$ cat config.mk
export PLATFORM = sky130hd
export DESIGN_NAME = regfile_wb_arbiter
export DESIGN_NICKNAME = d
export VERILOG_FILES = /design/src/rtl/regfile_wb_arbiter.sv
export SDC_FILE = /design/constraint.sdc
export NUM_CORES = 1
export LEC_CHECK = 0
export ABC_AREA = 0
export CAP_MARGIN = 20
export CORE_ASPECT_RATIO = 1.75
export CORE_MARGIN = 3
export CORE_UTILIZATION = 30
export CTS_CLUSTER_DIAMETER = 120
export CTS_CLUSTER_SIZE = 8
export DETAILED_ROUTE_END_ITERATION = 10
export GPL_TIMING_DRIVEN = 0
export SYNTH_ARGS = -nofsm -noshare
export SYNTH_HDL_FRONTEND = slang
export SYNTH_SLANG_ARGS = --single-unit
$ cat constraint.sdc
create_clock -name clk -period 3.7 [get_ports clk]
set_input_delay 1.11 -clock clk [delete_from_list [all_inputs] [get_ports clk]]
set_output_delay 1.11 -clock clk [all_outputs]
set_load 0.02 [all_outputs]
$ cat src/rtl/regfile_wb_arbiter.sv
// Register-file write-port arbiter: pipeline writeback has priority over a
// queued long-latency result; a busy scoreboard raises hazard/starve stalls.
module regfile_wb_arbiter #(
    parameter int DEPTH      = 2,
    parameter int STARVE_MAX = 4
) (
    input  logic        clk,
    input  logic        rst,
    input  logic        i_wb_we,
    input  logic [4:0]  i_wb_waddr,
    input  logic [31:0] i_wb_wdata,
    input  logic        i_lu_valid,
    input  logic [4:0]  i_lu_waddr,
    input  logic [31:0] i_lu_wdata,
    output logic        o_lu_ready,
    input  logic        i_issue_valid,
    input  logic [4:0]  i_issue_waddr,
    input  logic        i_chk_re1,
    input  logic [4:0]  i_chk_raddr1,
    input  logic        i_chk_re2,
    input  logic [4:0]  i_chk_raddr2,
    output logic        o_rf_we,
    output logic [4:0]  o_rf_waddr,
    output logic [31:0] o_rf_wdata,
    output logic        o_stallreq
);

    localparam int PW = $clog2(DEPTH);
    localparam int CW = PW + 1;
    localparam int SW = $clog2(STARVE_MAX + 1);

    logic [4:0]    r_addr [DEPTH];
    logic [31:0]   r_data [DEPTH];
    logic [PW-1:0] r_rd_ptr;
    logic [PW-1:0] r_wr_ptr;
    logic [CW-1:0] r_count;
    logic [31:0]   r_busy;
    logic [SW-1:0] r_starve;

    logic          w_empty;
    logic          w_full;
    logic          w_push;
    logic          w_pop;
    logic [4:0]    w_head_addr;
    logic [31:0]   w_head_data;
    logic          w_starve;
    logic          w_hz;
    logic          w_set;
    logic [31:0]   w_busy_nxt;

    assign w_empty     = (r_count == '0);
    assign w_full      = (r_count == CW'(DEPTH));
    assign w_head_addr = r_addr[r_rd_ptr];
    assign w_head_data = r_data[r_rd_ptr];
    assign w_starve    = (r_starve == SW'(STARVE_MAX));

    // Ready depends only on registered occupancy, never on i_lu_valid.
    assign o_lu_ready = !rst && !w_full;
    assign w_push     = i_lu_valid && o_lu_ready;
    assign w_pop      = !rst && !i_wb_we && !w_empty;

    assign w_hz = (i_chk_re1 && r_busy[i_chk_raddr1])
                | (i_chk_re2 && r_busy[i_chk_raddr2])
                | (i_issue_valid && r_busy[i_issue_waddr]);

    assign o_stallreq = !rst && (w_hz || w_starve);
    assign w_set      = i_issue_valid && (i_issue_waddr != 5'd0) && !o_stallreq;

    always_comb begin
        o_rf_we    = 1'b0;
        o_rf_waddr = 5'd0;
        o_rf_wdata = 32'd0;
        if (!rst) begin
            if (i_wb_we) begin
                o_rf_we    = 1'b1;
                o_rf_waddr = i_wb_waddr;
                o_rf_wdata = i_wb_wdata;
            end else if (w_pop) begin
                o_rf_we    = (w_head_addr != 5'd0);
                o_rf_waddr = w_head_addr;
                o_rf_wdata = w_head_data;
            end
        end
    end

    // Clear first so that a same-cycle issue to that register keeps it busy.
    always_comb begin
        w_busy_nxt = r_busy;
        if (w_pop) begin
            w_busy_nxt[w_head_addr] = 1'b0;
        end
        if (w_set) begin
            w_busy_nxt[i_issue_waddr] = 1'b1;
        end
        w_busy_nxt[0] = 1'b0;
    end

    always_ff @(posedge clk) begin
        if (w_push) begin
            r_addr[r_wr_ptr] <= i_lu_waddr;
            r_data[r_wr_ptr] <= i_lu_wdata;
        end
    end

    always_ff @(posedge clk) begin
        if (rst) begin
            r_rd_ptr <= '0;
            r_wr_ptr <= '0;
            r_count  <= '0;
            r_busy   <= '0;
            r_starve <= '0;
        end else begin
            if (w_push) begin
                r_wr_ptr <= r_wr_ptr + 1'b1;
            end
            if (w_pop) begin
                r_rd_ptr <= r_rd_ptr + 1'b1;
            end
            r_count <= r_count + CW'(w_push) - CW'(w_pop);
            r_busy  <= w_busy_nxt;
            if (w_empty || w_pop) begin
                r_starve <= '0;
            end else if (!w_starve) begin
                r_starve <= r_starve + 1'b1;
            end
        end
    end

endmodule

# ---- Yosys cells after proc, flatten, opt, wreduce, memory -nomap -nowiden
# Memories as Yosys holds them, arrays and structs flattened. A register that Yosys moved wholly into a read port is not among the register bits.
# Index checks and enable logic that the tools add are counted.
dict set report op_classes {
  addsub 5
  n_lt_le_gt_ge 6
  eq_ne 2
  mux 27
  n_bitwise 5
  n_reduce_logical 23
}
# op n
set ops {}
lappend ops {{$mux 32} 5}
lappend ops {{$and 32x32->32} 1}
lappend ops {{$not 32->32} 1}
lappend ops {{$or 32x32->32} 1}
lappend ops {{$lt 5x6->1 const B} 4}
lappend ops {{$bmux 1 s5} 3}
lappend ops {{$mux 5} 3}
lappend ops {{$mux 1} 14}
lappend ops {{$logic_and 1x1->1} 12}
lappend ops {{$demux 1 s5} 2}
lappend ops {{$ge 5x1->1 const B} 2}
lappend ops {{$reduce_bool 5->1} 2}
lappend ops {{$logic_not 1->1} 5}
lappend ops {{$add 3x1->3 const B} 1}
lappend ops {{$eq 3x3->1 const B} 1}
lappend ops {{$add 1x1->1 const B} 2}
lappend ops {{$add 2x1->2} 1}
lappend ops {{$eq 2x2->1 const B} 1}
lappend ops {{$logic_not 2->1} 1}
lappend ops {{$logic_or 1x1->1} 2}
lappend ops {{$or 1x1->1} 2}
lappend ops {{$reduce_or 2->1} 1}
lappend ops {{$sub 2x1->2} 1}
dict set report totals {
  register_bits 39
  mem_bits_rw 74
  inputBits 96
  output_inout_bits 40
  word_cells 76
  memories 2
}
# memory depth width rd rd_ports_with_merged_regs wr line
set mem_list {}
lappend mem_list {r_data 2 32 1 1 1 33} ;# logic [31:0] r_data [DEPTH];
lappend mem_list {r_addr 2 5 1 1 1 32} ;# logic [4:0] r_addr [DEPTH];

# ---- Longest topological paths before layout
# Gate-level depths: netlist (run 1).
dict set report logic_depth {
  ltp_word 10
  depth_mapped 10
  depth_no_buf 8
}

# ---- Worst setup path after synthesis (run 1)
# No wires, ideal clock.
dict set report synth_timing {
  kind {input -> output}
  startpoint {input i_issue_waddr[0]}
  endpoint {output o_stallreq}
  arrival_ns 2.786
  required_ns 2.590
  setup_slack_ns -0.196
  cell_stages 6
  n_path_buf 1
  cell_sequence {buf_1 > nor2b_1 > a22oi_1 > o32ai_1 > o21ai_0 > a41oi_1}
}
dict set report synth_between {
  elab_chain_len 6
}
# element line
set synth_rtl {}
lappend synth_rtl {{start, declared} 17} ;# input logic [4:0] i_issue_waddr,
lappend synth_rtl {{$bmux 1 s5} 64} ;# | (i_issue_valid && r_busy[i_issue_waddr]);
lappend synth_rtl {{$mux 1 (implied by the code)} 64}
lappend synth_rtl {{$logic_and 1x1->1} 64}
lappend synth_rtl {{$or 1x1->1} 64}
lappend synth_rtl {{$logic_or 1x1->1} 66} ;# assign o_stallreq = !rst && (w_hz || w_starve);
lappend synth_rtl {{$logic_and 1x1->1} 66}
lappend synth_rtl {{end, declared} 25} ;# output logic o_stallreq
# Every way passes these cells. The select of a mux whose other input is x is not followed.

# ---- Final worst setup path (run 1)
dict set report layout_timing {
  startpoint {input i_chk_raddr2[2]}
  endpoint {output o_stallreq}
}
dict set report layout_between {
  elab_chain_len 7
}
# element line
set layout_rtl {}
lappend layout_rtl {{start, declared} 21} ;# input logic [4:0] i_chk_raddr2,
lappend layout_rtl {{$bmux 1 s5} 63} ;# | (i_chk_re2 && r_busy[i_chk_raddr2])
lappend layout_rtl {{$mux 1 (implied by the code)} 63}
lappend layout_rtl {{$logic_and 1x1->1} 63}
lappend layout_rtl {{$or 1x1->1} 63}
lappend layout_rtl {{$or 1x1->1} 64}
lappend layout_rtl {{$logic_or 1x1->1} 66}
lappend layout_rtl {{$logic_and 1x1->1} 66}
# Every way passes these cells. The select of a mux whose other input is x is not followed.

==> impl_metrics.env, run 1 <==
export IMPL_dieArea_sq_um=21200
export IMPL_grt_pass1_vias=5113
export IMPL_rsz0062_at_grt="yes"
export IMPL_clock_path_buffers=2
export IMPL_first_iter_violations=193
export IMPL_slowest_stage="mux4_2"
export IMPL_layout_nets=790
export IMPL_placed_cells=890
export IMPL_synthCells=521
export IMPL_fp_coreArea_sq_um=18800
export IMPL_synthTopCellsByArea="edfxtp_1 (38%), dfxtp_1 (13%), mux2i_1 (8.1%), mux4_2 (6.6%), nand2_1 (5.9%)"
export IMPL_hpwl_microns=13100
export IMPL_synth_most_common_cell="nand2_1"
export IMPL_ys_ff_latch=113
export IMPL_clock_skew_ns=0.0100
export IMPL_drv_slew=0
export IMPL_yosysTopAreaCellShare_pct=38.1
export IMPL_detail_route_antenna_nets=0
export IMPL_final_cells=941
export IMPL_arrival_ns=2.64
export IMPL_clock_sinks=113
export IMPL_hold_buffers=0
export IMPL_pin_count=136
export IMPL_layout_drive_gt1_share_pct=27.5
export IMPL_worstPathBufferInverterCount=2
export IMPL_worst_setup_path_start_kind="primary input"
export IMPL_synthFlopType="edfxtp_1"
export IMPL_syn_nets=621
export IMPL_avgRoutedWirePerCell_microns=18.3
export IMPL_vias=4731
export IMPL_netlist_area_sq_um=5830
export IMPL_fmax_mhz=267
export IMPL_max_slew_margin_pct=37.5
export IMPL_worst_path_max_fanout=5
export IMPL_synth_edff_count=74
export IMPL_worstMarginPinSlew_ns=0.937
export IMPL_portBuffers=130
export IMPL_setup_ws_ns=-0.0500
export IMPL_synth_seq_area_share_pct=51.5
export IMPL_die_h_microns=190
export IMPL_p_per_area_nw_per_um2=445
export IMPL_dp_slack_ns=-1.50
export IMPL_clk_pin_slew_ns=0.05
export IMPL_setup_violations=1
export IMPL_cpPeakStageDelay_ns=0.48
export IMPL_crit_chain="buf_12 -> mux4_2 -> mux2_4 -> o221a_4 -> o31ai_4 -> a41oi_2 -> buf_4"
export IMPL_synthToLayoutAreaGrowth_pct=43.1
export IMPL_synth_yosys_warnings=0
export IMPL_hold_class="reg2reg"
export IMPL_finalCritPeriodShare_pct=101
export IMPL_antenna_found_initial=0
export IMPL_antennaDiodeCount=0
export IMPL_drc=0
export IMPL_maxCapViolations=0
export IMPL_num_rows=66
export IMPL_first_pass_iters=4
export IMPL_ys_types=51
export IMPL_hold_viol_final=0
export IMPL_synth_area_per_cell_sq_um=11.2
export IMPL_clk_latency_ns=0.41
export IMPL_routed_wl_microns=17200
export IMPL_numCtsBuffers=17
export IMPL_synth_top_area_cell="edfxtp_1"
export IMPL_die_w_microns=111
export IMPL_violations="negative setup slack"
export IMPL_fin_crit_ns=3.75
export IMPL_async_reset_ff_share_pct=0
export IMPL_htree_num_levels=4
export IMPL_grt_start_max_net_pins=38
export IMPL_cts_tree="built"
export IMPL_critPathKind="in2out"
export IMPL_grt_pass1_wl_microns=26900
export IMPL_grt_overflow_total=0
export IMPL_status="complete, but fails checks"
export IMPL_worstPathRequired_ns=2.59
export IMPL_timing_setup_tns_ns=-0.0500
export IMPL_end_kind="output port"
export IMPL_crit_family="multiplexers"
export IMPL_leakagePower_uw=0.00298
export IMPL_grtUsageTotal_pct=16.3
export IMPL_place_congestion=0.863
export IMPL_synthTopCellsByCount="nand2_1 (91), edfxtp_1 (74), mux2i_1 (47)"
export IMPL_cts_root_buf="clkbuf_16"
export IMPL_fin_util_pct=44.3
export IMPL_peakVddDrop_mv=0.319
export IMPL_initial_utilization_pct=31.0
export IMPL_viasPerCell=5.03
## tightest hold or removal path, stage by stage (launching register included)
cell	delay, ns
dfxtp_1	0.32
nand3b_1	0.08
o21ai_1	0.05
## timing repair
action | CTS | global route
pin swaps | 13 | 8
setup buffers | 14 | 6
gates resized for setup | 285 | 22
setup endpoints to repair | 40 | 12
## routing by layer
layer | routed length (microns) | global-route usage [%] | part of all wire [%] | up-vias
met1 | 6200 | 16.3 | 36 | 2258
met5 | 0 | 0 | 0 | -
met2 | 9720 | 31.9 | 56 | 167
met3 | 701 | 3.18 | 4.1 | 42
li1 | - | - | - | 2264
met4 | 619 | 7.78 | 3.6 | 0
## per-stage QoR
step                      hold slack [ns]  power, uW  cell area, sq um
after floorplan                     0.466       1750              5880
after global placement              0.483       2020              7480
after detailed placement            0.494       2040              7500
after CTS                           0.501       3740              8280
after global routing                0.521       3860              8350
final                               0.500       3720              8350
## worst paths after layout
| kind | slack, ns | endpoint | from | depth (start not counted) |
|---|---|---|---|---|
| worst max register to register | 1.36 | r_busy[1]$_SDFF_PP0_ | r_busy[8]$_SDFF_PP0_ | 9 |
| worst min-delay path | 0.50 | r_busy[19]$_SDFF_PP0_ | r_busy[19]$_SDFF_PP0_ | 2 |
| worst min register to register | 0.50 | r_busy[19]$_SDFF_PP0_ | r_busy[19]$_SDFF_PP0_ | 2 |
| worst max-delay path | -0.05 | o_stallreq | i_chk_raddr2[2] | 7 |
## placed cells by master, fill, tap and decap left out, types with 8 or more instances in the layout
master,n
edfxtp_1,74
inv_1,12
o21ai_1,16
nand2_1,91
nand3b_1,33
buf_4,28
o21ai_0,32
clkdlybuf4s50_1,83
mux2i_1,46
mux4_2,17
o21ai_2,23
nor2_1,29
nand3_1,8
clkbuf_16,20
buf_2,39
dfxtp_1,39
## cell type report
| cell class | count | area, sq um |
|---|---|---|
| Fill cell | 1845 | 10500 |
| Sequential cell | 113 | 3000 |
| Multi-Input combinational cell | 365 | 2790 |
| Timing Repair Buffer | 151 | 1280 |
| Clock buffer | 17 | 425 |
| Buffer | 30 | 310 |
| Tap cell | 238 | 298 |
| Clock inverter | 15 | 196 |
| Inverter | 12 | 45.0 |
## report_power, final
part	leakage, uW	switching (uW)	internal, uW	total, uW
combinational	0.00169	315	267	583
clock	0.000301	625	1080	1700
sequential	0.000994	25.9	1410	1430
total	0.00298	966	2750	3720
## registers in the layout (all words and copies together), names as in the netlist, named ones only
name / cells
r_data: 64
r_addr: 10
r_starve: 3
r_wr_ptr: 1
r_count: 2
r_rd_ptr: 1
r_busy: 31
## kinds of logic (layout without fill, tap and decap cells)
group	count (synthesis)	after routing	share of synthesized area, %
simple gates	186	186	16.0
flops	113	113	51.5
compound gates	98	98	11.2
mux	72	72	16.2
buf+inv	43	225	3.41
xor+xnor	5	5	0.751
fa+ha+maj	4	4	0.858
Note: power is estimated with default switching activity, not from simulation.
==> run 2: changes to the inputs <==
--- a/config.mk
+++ b/config.mk
@@ -14,6 +14,7 @@
 export CTS_CLUSTER_SIZE = 8
 export DETAILED_ROUTE_END_ITERATION = 10
 export GPL_TIMING_DRIVEN = 0
+export MAX_ROUTING_LAYER = met4
 export SYNTH_ARGS = -nofsm -noshare
 export SYNTH_HDL_FRONTEND = slang
 export SYNTH_SLANG_ARGS = --single-unit
==> impl_metrics.env, run 2 (synthesis gave the netlist of run 1 again) <==
export IMPL_cts_root_buf="clkbuf_16"
export IMPL_worst_setup_path_start_kind="primary input"
export IMPL_pin_count=136
export IMPL_max_slew_margin_pct=37.7
export IMPL_numCtsBuffers=17
export IMPL_hold_buffers=0
export IMPL_p_per_area_nw_per_um2=445
export IMPL_cts_tree="built"
export IMPL_final_cell_mix="nand2_1 (91), clkdlybuf4s50_1 (83), edfxtp_1 (74)"
export IMPL_initial_utilization_pct=31.0
export IMPL_synthToLayoutAreaGrowth_pct=43.1
export IMPL_viasPerCell=5.02
export IMPL_finalCritPeriodShare_pct=101
export IMPL_die_w_microns=111
export IMPL_largest_reg_flops=64
export IMPL_hold_slack_ns=0.499
export IMPL_worstPathBufferInverterCount=2
export IMPL_hold_class="reg2reg"
export IMPL_fin_util_pct=44.3
export IMPL_maxCapViolations=0
export IMPL_nFillCells=1845
export IMPL_fin_crit_ns=3.75
export IMPL_layout_drive_gt1_share_pct=27.5
export IMPL_hold_viol_final=0
export IMPL_clk_pin_slew_ns=0.06
export IMPL_drc=0
export IMPL_grtUsageTotal_pct=16.9
export IMPL_num_rows=66
export IMPL_detail_route_antenna_nets=0
export IMPL_portBuffers=130
export IMPL_hpwl_microns=13100
export IMPL_clock_skew_ns=0.0103
export IMPL_worst_path_max_fanout=5
export IMPL_clock_path_buffers=2
export IMPL_setup_ws_ns=-0.0516
export IMPL_seqCellArea_sq_um=3000
export IMPL_worstMarginPinSlew_ns=0.934
export IMPL_antenna_found_initial=0
export IMPL_htree_num_levels=4
export IMPL_worstPathRequired_ns=2.59
export IMPL_layout_nets=790
export IMPL_grt_start_max_net_pins=38
export IMPL_violations="negative setup slack"
export IMPL_arrival_ns=2.64
export IMPL_die_h_microns=190
export IMPL_top_regs="r_data x64, r_busy x31, r_addr x10"
export IMPL_clock_sinks=113
export IMPL_fp_coreArea_sq_um=18800
export IMPL_grt_pass1_vias=5108
export IMPL_avgRoutedWirePerCell_microns=18.3
export IMPL_peakVddDrop_mv=0.315
export IMPL_layout_commonest_cell="nand2_1"
export IMPL_end_kind="output port"
export IMPL_multi_input_area_sq_um=2790
export IMPL_routed_wl_microns=17200
export IMPL_dieArea_sq_um=21200
export IMPL_first_pass_iters=4
export IMPL_leakagePower_uw=0.00298
export IMPL_grt_pass1_wl_microns=27000
export IMPL_dp_slack_ns=-1.50
export IMPL_vias=4721
export IMPL_fmax_mhz=267
export IMPL_slowest_stage="mux4_2"
export IMPL_crit_chain="buf_12 -> mux4_2 -> mux2_4 -> o221a_4 -> o31ai_4 -> a41oi_2 -> buf_4"
export IMPL_clk_latency_ns=0.41
export IMPL_grt_overflow_total=0
export IMPL_drv_slew=0
export IMPL_first_iter_violations=205
export IMPL_critPathKind="in2out"
export IMPL_place_congestion=0.877
export IMPL_antennaDiodeCount=0
export IMPL_status="complete, but fails checks"
export IMPL_cpPeakStageDelay_ns=0.48
export IMPL_timing_setup_tns_ns=-0.0516
export IMPL_crit_family="multiplexers"
export IMPL_r2r_slack_ns=1.35
export IMPL_rsz0062_at_grt="yes"
export IMPL_setup_violations=1
export IMPL_top_register="r_data"
==> run 2: cell counts in the layout (fill, tap and decap cells not counted) <==
No cell type changed its count.
==> run 2: cell type report <==
cell class / instances / area share [%]
Buffer: 30 / 3.72
Clock buffer: 17 / 5.10
Clock inverter: 15 / 2.35
Inverter: 12 / 0.540
Multi-Input combinational cell: 365 / 33.4
Sequential cell: 113 / 36.0
Tap cell: 238 / 3.57
Timing Repair Buffer: 151 / 15.4
==> run 2: path summary, 6_finish.rpt <==
kind / start / endpoint / depth (start not counted)
min reg2reg: r_starve[2]$_SDFFE_PP0N_ / r_starve[1]$_SDFFE_PP0N_ / 2
max reg2reg: r_busy[14]$_SDFF_PP0_ / r_busy[28]$_SDFF_PP0_ / 9
min: r_starve[2]$_SDFFE_PP0N_ / r_starve[1]$_SDFFE_PP0N_ / 2
max: i_chk_raddr2[2] / o_stallreq / 7
==> run 2: metal layers <==
metal  track usage [%]  vias to the layer above  routed length (microns)
met4              7.49                        0                      600
met2              31.8                      161                     9720
met5                 -                        -                        0
li1                  -                     2264                        -
met3              3.33                       41                      675
met1              16.6                     2255                     6200
==> run 2: worst reg2reg max path, delay by kind of cell, from the launching register on <==
kind	cells	cell delay, ns
simple gates	1	0.20
compound gates	3	0.49
buf+inv	3	0.51
flops	1	0.34
mux	2	0.76
==> run 2: stage by stage <==
| step | power, uW | instance area, sq um | cells |
|---|---|---|---|
| after global placement | 2020 | 7480 | 889 |
| after CTS | 3740 | 8280 | 935 |
| final | 3720 | 8350 | 941 |
| after global routing | 3870 | 8350 | 941 |
| after floorplan | 1750 | 5880 | 521 |
| after detailed placement | 2040 | 7500 | 890 |
==> run 2: power by group <==
part           switching (uW)  internal (uW)
Clock                     623           1080
Combinational             314            267
Sequential               25.7           1410
Total                     963           2750
==> run 2: timing repair <==
item | 4_1_cts | 5_1_grt
resized for setup | 285 | 22
pin swaps | 13 | 8
buffers inserted | 14 | 6
gates cloned | 0 | 0
endpoints found under the setup margin | 40 | 12
